### src/rtl/reg_scoreboard_if.sv
// rtl/reg_scoreboard_if.sv - issue/writeback/query bundle for the register scoreboard
interface reg_scoreboard_if #(
    parameter int NUM_REGS = 32
);
    localparam int IDX_W = $clog2(NUM_REGS);
    localparam int CNT_W = $clog2(NUM_REGS + 1);

    logic             i_set_vld;
    logic [IDX_W-1:0] i_set_idx;
    logic             i_clr_vld;
    logic [IDX_W-1:0] i_clr_idx;
    logic [IDX_W-1:0] i_rs1_idx;
    logic [IDX_W-1:0] i_rs2_idx;
    logic                o_rs1_busy;
    logic                o_rs2_busy;
    logic                o_stall;
    logic [NUM_REGS-1:0] o_busy_vec;
    logic [CNT_W-1:0]    o_busy_cnt;
    logic                o_all_idle;
    logic                o_err;

    modport master (
        output i_set_vld, i_set_idx, i_clr_vld, i_clr_idx, i_rs1_idx, i_rs2_idx,
        input  o_rs1_busy, o_rs2_busy, o_stall, o_busy_vec, o_busy_cnt, o_all_idle, o_err
    );

    modport slave (
        input  i_set_vld, i_set_idx, i_clr_vld, i_clr_idx, i_rs1_idx, i_rs2_idx,
        output o_rs1_busy, o_rs2_busy, o_stall, o_busy_vec, o_busy_cnt, o_all_idle, o_err
    );
endinterface

### src/rtl/reg_scoreboard.sv
// rtl/reg_scoreboard.sv - busy-bit register scoreboard with writeback bypass and sticky error
module reg_scoreboard #(
    parameter int NUM_REGS       = 32,
    parameter int ZERO_HARDWIRED = 1
) (
    input logic           i_clk,
    input logic           i_rst,
    reg_scoreboard_if.slave sb
);
    localparam int IDX_W = $clog2(NUM_REGS);
    localparam int CNT_W = $clog2(NUM_REGS + 1);

    logic [NUM_REGS-1:0] busy_q;
    logic [NUM_REGS-1:0] busy_nxt;
    logic [NUM_REGS-1:0] set_hit;
    logic [NUM_REGS-1:0] clr_hit;
    logic [CNT_W-1:0]    cnt_q;
    logic [CNT_W-1:0]    cnt_nxt;
    logic                err_q;
    logic                err_nxt;
    logic                set_oor;
    logic                clr_oor;

    // Busy lookup that reads as idle for indices beyond the table.
    function automatic logic busy_at(input logic [NUM_REGS-1:0] vec, input logic [IDX_W-1:0] idx);
        if (int'(idx) < NUM_REGS) begin
            return vec[idx];
        end
        return 1'b0;
    endfunction

    // Decode set/clear indices to per-entry enables and work out next bitmap, count and error.
    always_comb begin
        set_hit  = '0;
        clr_hit  = '0;
        busy_nxt = '0;
        cnt_nxt  = '0;
        err_nxt  = err_q;
        set_oor  = sb.i_set_vld && (int'(sb.i_set_idx) >= NUM_REGS);
        clr_oor  = sb.i_clr_vld && (int'(sb.i_clr_idx) >= NUM_REGS);
        for (int n = 0; n < NUM_REGS; n++) begin
            if (sb.i_set_vld && (sb.i_set_idx == IDX_W'(n))) begin
                set_hit[n] = 1'b1;
            end
            if (sb.i_clr_vld && (sb.i_clr_idx == IDX_W'(n))) begin
                clr_hit[n] = 1'b1;
            end
        end
        // Register 0 reads as constant zero, so its set/clear are silently dropped.
        if (ZERO_HARDWIRED != 0) begin
            set_hit[0] = 1'b0;
            clr_hit[0] = 1'b0;
        end
        // Releasing an idle entry is a protocol error unless the same entry is being re-issued.
        if (set_oor || clr_oor || (|(clr_hit & ~busy_q & ~set_hit))) begin
            err_nxt = 1'b1;
        end
        busy_nxt = set_hit | (busy_q & ~clr_hit);
        for (int n = 0; n < NUM_REGS; n++) begin
            cnt_nxt = cnt_nxt + CNT_W'(busy_nxt[n]);
        end
    end

    // State update: bitmap, its population count and the sticky error flag move together.
    always_ff @(posedge i_clk or posedge i_rst) begin
        if (i_rst) begin
            busy_q <= '0;
            cnt_q  <= '0;
            err_q  <= 1'b0;
        end else begin
            busy_q <= busy_nxt;
            cnt_q  <= cnt_nxt;
            err_q  <= err_nxt;
        end
    end

    // Source queries see the registered bitmap, with an in-flight writeback releasing its target early.
    always_comb begin
        sb.o_rs1_busy = busy_at(busy_q, sb.i_rs1_idx)
                        & ~(sb.i_clr_vld && (sb.i_clr_idx == sb.i_rs1_idx));
        sb.o_rs2_busy = busy_at(busy_q, sb.i_rs2_idx)
                        & ~(sb.i_clr_vld && (sb.i_clr_idx == sb.i_rs2_idx));
        sb.o_stall    = sb.o_rs1_busy | sb.o_rs2_busy;
        sb.o_busy_vec = busy_q;
        sb.o_busy_cnt = cnt_q;
        sb.o_all_idle = (cnt_q == '0);
        sb.o_err      = err_q;
    end
endmodule
### src/flat_wrapper.sv
// flat-port wrapper written by rule: the top's interface ports become plain ports
module reg_scoreboard_flat 
#(
    parameter int NUM_REGS       = 32,
    parameter int ZERO_HARDWIRED = 1
)
  (i_clk, i_rst, sb_i_set_vld, sb_i_set_idx, sb_i_clr_vld, sb_i_clr_idx, sb_i_rs1_idx, sb_i_rs2_idx, sb_o_rs1_busy, sb_o_rs2_busy, sb_o_stall, sb_o_busy_vec, sb_o_busy_cnt, sb_o_all_idle, sb_o_err);
  reg_scoreboard_if #(.NUM_REGS(NUM_REGS)) sb_i ();
  input logic i_clk;
  input logic i_rst;
  input wire logic [$bits(sb_i.i_set_vld)-1:0] sb_i_set_vld;
  input wire logic [$bits(sb_i.i_set_idx)-1:0] sb_i_set_idx;
  input wire logic [$bits(sb_i.i_clr_vld)-1:0] sb_i_clr_vld;
  input wire logic [$bits(sb_i.i_clr_idx)-1:0] sb_i_clr_idx;
  input wire logic [$bits(sb_i.i_rs1_idx)-1:0] sb_i_rs1_idx;
  input wire logic [$bits(sb_i.i_rs2_idx)-1:0] sb_i_rs2_idx;
  output wire logic [$bits(sb_i.o_rs1_busy)-1:0] sb_o_rs1_busy;
  output wire logic [$bits(sb_i.o_rs2_busy)-1:0] sb_o_rs2_busy;
  output wire logic [$bits(sb_i.o_stall)-1:0] sb_o_stall;
  output wire logic [$bits(sb_i.o_busy_vec)-1:0] sb_o_busy_vec;
  output wire logic [$bits(sb_i.o_busy_cnt)-1:0] sb_o_busy_cnt;
  output wire logic [$bits(sb_i.o_all_idle)-1:0] sb_o_all_idle;
  output wire logic [$bits(sb_i.o_err)-1:0] sb_o_err;
  assign sb_i.i_set_vld = sb_i_set_vld;
  assign sb_i.i_set_idx = sb_i_set_idx;
  assign sb_i.i_clr_vld = sb_i_clr_vld;
  assign sb_i.i_clr_idx = sb_i_clr_idx;
  assign sb_i.i_rs1_idx = sb_i_rs1_idx;
  assign sb_i.i_rs2_idx = sb_i_rs2_idx;
  assign sb_o_rs1_busy = sb_i.o_rs1_busy;
  assign sb_o_rs2_busy = sb_i.o_rs2_busy;
  assign sb_o_stall = sb_i.o_stall;
  assign sb_o_busy_vec = sb_i.o_busy_vec;
  assign sb_o_busy_cnt = sb_i.o_busy_cnt;
  assign sb_o_all_idle = sb_i.o_all_idle;
  assign sb_o_err = sb_i.o_err;
  reg_scoreboard #(.NUM_REGS(NUM_REGS), .ZERO_HARDWIRED(ZERO_HARDWIRED)) u_core (.i_clk(i_clk), .i_rst(i_rst), .sb(sb_i));
endmodule
### config.mk
export PLATFORM = sky130hd
export DESIGN_NAME = reg_scoreboard_flat
export DESIGN_NICKNAME = d
export VERILOG_FILES = /design/src/rtl/reg_scoreboard_if.sv /design/src/rtl/reg_scoreboard.sv /design/src/flat_wrapper.sv
export SDC_FILE = /design/constraint.sdc
export NUM_CORES = 1
export LEC_CHECK = 0
export ABC_AREA = 0
export CAP_MARGIN = 30
export CORE_AREA = 2 2 80 102
export DETAILED_ROUTE_END_ITERATION = 8
export DIE_AREA = 0 0 82 104
export DONT_BUFFER_PORTS = 1
export GPL_TIMING_DRIVEN = 1
export PLACE_DENSITY_LB_ADDON = 0.12
export SLEW_MARGIN = 20
export SYNTH_ARGS = -nofsm -noshare
export SYNTH_HDL_FRONTEND = slang
export SYNTH_SLANG_ARGS = --single-unit
### constraint.sdc
create_clock -name i_clk -period 5.6 [get_ports i_clk]
set_input_delay 1.4 -clock i_clk [delete_from_list [all_inputs] [get_ports i_clk]]
set_output_delay 1.4 -clock i_clk [all_outputs]
set_load 0.01 [all_outputs]
==> results_dict.tcl <==
set metrics [dict create \
    hpwlAfterDp_mm 10.2 \
    synthAdderAreaFrac 0.148 \
    cp-endpoint "u_core.sb.o_busy_cnt[4]" \
    cts.sinks 38 \
    slew_headroom 0.607 \
    crit_fanout 16 \
    synth_nets 455 \
    arrival_ns 6.26 \
    worstSetupPathType "in2reg" \
    setup_viol 6 \
    gr-total-overflow 0 \
    numPortBuffers 0 \
    r2r_start "u_core.sb.o_busy_vec[16]" \
    cts_root_buf "clkbuf_8" \
    grt_util_met2 0.526 \
    num-fill-cells 708 \
    synth_top_family_by_area "simple AND/OR/NAND/NOR gates" \
    wl_per_cell_microns 23.2 \
    numCtsBuffers 5 \
    htree_levels 2 \
    grt_max_degree 39 \
    hold_viol 0 \
    grt_pass1_vias 3436 \
    reg2reg_slack_ns 0.56 \
    routed_wl_mm 12.6 \
    place.gp.congestion 1.02 \
    yosys-top-cells-count "inv_1 (55), dfrtp_1 (38), nand2_1 (34), nor2_1 (34), fa_1 (23)" \
    drive_gt1_frac 0.271 \
    num_rows 36 \
    grt_busiest_layer "met2" \
    vias 3338 \
    fmax_ghz 0.166 \
    rsz0062_at_grt "yes" \
    reg2reg_depth 15 \
    drv_slew 0 \
    synth_compound_area_frac 0.169 \
    drt_iter0_markers 222 \
    met1_usage 0.375 \
    initial_core_util 0.490 \
    worstSetupStartpointType "input pin" \
    cp_common_cell "fa_1" \
    core_area_sq_um 7570 \
    antenna_found_initial 0 \
    nets 503 \
    path_cells "or4bb_4 > o21ai_2 > o21ai_2 > fa_1 > inv_1 > fa_1 > fa_1 > inv_1 > fa_1 > inv_2 > fa_2 > fa_1 > fa_2 > inv_2 > fa_2 > a21o_1 > a21oi_2 > xnor2_1" \
    crit_path_end_kind "flip-flop" \
    syn_inst 401 \
    fin_skew_ns 0.00698 \
    synth_edf_count 0 \
    route.detailed.drc 0 \
    synth.ff_latch_count 38 \
    synth_xor_area_frac 0.0307 \
    clk_pin_slew_ns 0.08 \
    synth-simple-area-share 0.216 \
    clock_path_buffers 2 \
    failed_checks "negative setup slack" \
    final_util 0.582 \
    worst_ep_required_time_ns 5.83 \
    antenna_left 0 \
    drv_cap 0 \
    syn_area_per_cell_sq_um 9.24 \
    tritoncts "done" \
    hold_buffers 0 \
    period_minus_slack_ns 6.03 \
    num_io_pins 67 \
    async_flop_share 1.00 \
    hold_path.class "reg2reg" \
    die_x_microns 82 \
    yosysTopAreaCell "dfrtp_1" \
    crit_slowest_cell "or4bb_4" \
    die_area_sq_um 8530 \
    grt_usage 0.314 \
    syn2layout_area_growth_pct 18.9 \
    yosysMostFrequentCell "inv_1" \
    diodes 0 \
    tightest_slew_ns 0.575 \
    fin_crit_sh 1.08 \
    muxShareOfSynthArea 0.0912 \
    slowest_delay_ns 0.56 \
    setup.worst_path.start "sb_i_clr_idx[0]" \
    status "complete, but fails checks" \
    synth_cell_types 55 \
    synth_top_area_share 0.257 \
    synth_ff_type "dfrtp_1" \
    synthTopCellsByArea "dfrtp_1 (26%), fa_1 (12%), mux4_2 (7.3%), inv_1 (5.6%), a2111oi_0 (4.3%)" \
    syn_area_sq_um 3700 \
    ys_warn_count 0 \
    setup_slack_ns -0.434 \
    clk_latency_ns 0.31 \
    grtUsageMet3 0.0590 \
    viasPerCell 6.12 \
    grt_pass1_wl_mm 19.3 \
    drt_pre_antenna_iters 5 \
    yosysSeqAreaShare 0.257 \
    reg2reg_to "u_core.sb.o_busy_cnt[4]" \
    die_y_microns 104 \
]
[routing by layer]
metal | up-vias | share of wire | routed length [microns]
met2 | 121 | 0.51 | 6430
met5 | - | 0 | 0
met4 | 0 | 0.056 | 712
met1 | 1658 | 0.36 | 4570
met3 | 47 | 0.073 | 920
li1 | 1512 | - | -
[worst min-delay path by stage]
stage	from	endpoint	slack, ns	cells past startpoint
after floorplan	u_core.sb.o_busy_vec[27]	u_core.sb.o_busy_vec[27]	0.58	1
after detailed placement	u_core.sb.o_busy_vec[14]	u_core.sb.o_busy_vec[14]	0.50	1
final	u_core.sb.o_busy_vec[14]	u_core.sb.o_busy_vec[14]	0.52	1
after CTS	u_core.sb.o_busy_vec[14]	u_core.sb.o_busy_vec[14]	0.52	1
after global routing	u_core.sb.o_busy_vec[14]	u_core.sb.o_busy_vec[14]	0.54	1
after global placement	u_core.sb.o_busy_vec[14]	u_core.sb.o_busy_vec[14]	0.49	1
[layout make-up]
type / instances / area, sq um / area share
clock inverter: 3 / 68.8 / 0.0156
multi-input combinational: 286 / 2500 / 0.568
inverter: 55 / 206 / 0.0469
tap: 95 / 119 / 0.0270
sequential: 38 / 951 / 0.216
timing repair buffer: 63 / 489 / 0.111
clock buffer: 5 / 68.8 / 0.0156
[logic make-up (layout without fill, tap and decap cells)]
| kind of cell | count (synthesis) | count (layout) |
|---|---|---|
| AO/OA/AOI/OAI | 87 | 87 |
| flip-flops | 38 | 38 |
| multiplexers | 18 | 18 |
| buffers and inverters | 77 | 126 |
| AND/OR/NAND/NOR | 137 | 137 |
| other | 1 | 1 |
| adder cells (fa/ha/maj) | 30 | 30 |
| XOR/XNOR | 13 | 13 |
[flip-flops by register name, summed over array words and instances, names as in the netlist]
signal,flops
u_core.sb.o_busy_cnt,6
u_core.sb.o_busy_vec,31
u_core.sb.o_err,1
[worst max-delay path, delay by kind of cell]
kind	cells	cell delay (ns)
fa+ha+maj	8	3.44
buf+inv	4	0.20
xor+xnor	1	0.13
compound gates	4	0.54
simple gates	1	0.56
[through the flow]
stage                     setup TNS [ns]  setup slack [ns]  cell area (sq um)  instances  hold slack, ns
final                              -1.78            -0.434               4410        545           0.518
after global routing               -2.79            -0.600               4410        545           0.540
after CTS                          -1.88            -0.450               4400        544           0.521
after detailed placement           -4.61            -0.919               4180        532           0.502
after global placement             -4.16            -0.832               4180        532           0.494
after floorplan                    -2.89            -0.656               3740        401           0.577
[what timing repair did]
action,4_1_cts,5_1_grt
buffers inserted,4,1
gates resized for setup,14,1
pin swaps,11,4
setup endpoints to repair,6,6
[layout by cell type (no fill, tap or decap), drive strengths merged, types with 3 or more instances in the layout]
master | synthesis | final
mux2 | 6 | 6
nor2b | 11 | 11
and4bb | 3 | 3
a21oi | 13 | 13
or2 | 4 | 4
nor2 | 34 | 34
xor2 | 8 | 8
clkbuf | 8 | 5
nor4 | 5 | 5
ha | 7 | 7
nor3 | 4 | 4
nand2b | 8 | 8
o21ai | 16 | 16
nand2 | 34 | 34
dfrtp | 38 | 38
or4 | 3 | 3
and4b | 3 | 3
and2 | 3 | 3
o211ai | 4 | 4
o32a | 4 | 4
nand4bb | 3 | 3
buf | 14 | 63
nand4 | 4 | 4
fa | 23 | 23
mux4 | 12 | 12
a21o | 18 | 18
a2111oi | 18 | 18
nand4b | 5 | 5
xnor2 | 5 | 5
inv | 55 | 55
Power is left out: the tool's default activity adds up to more than one toggle a clock period on the data nets, which glitch-free logic cannot reach.
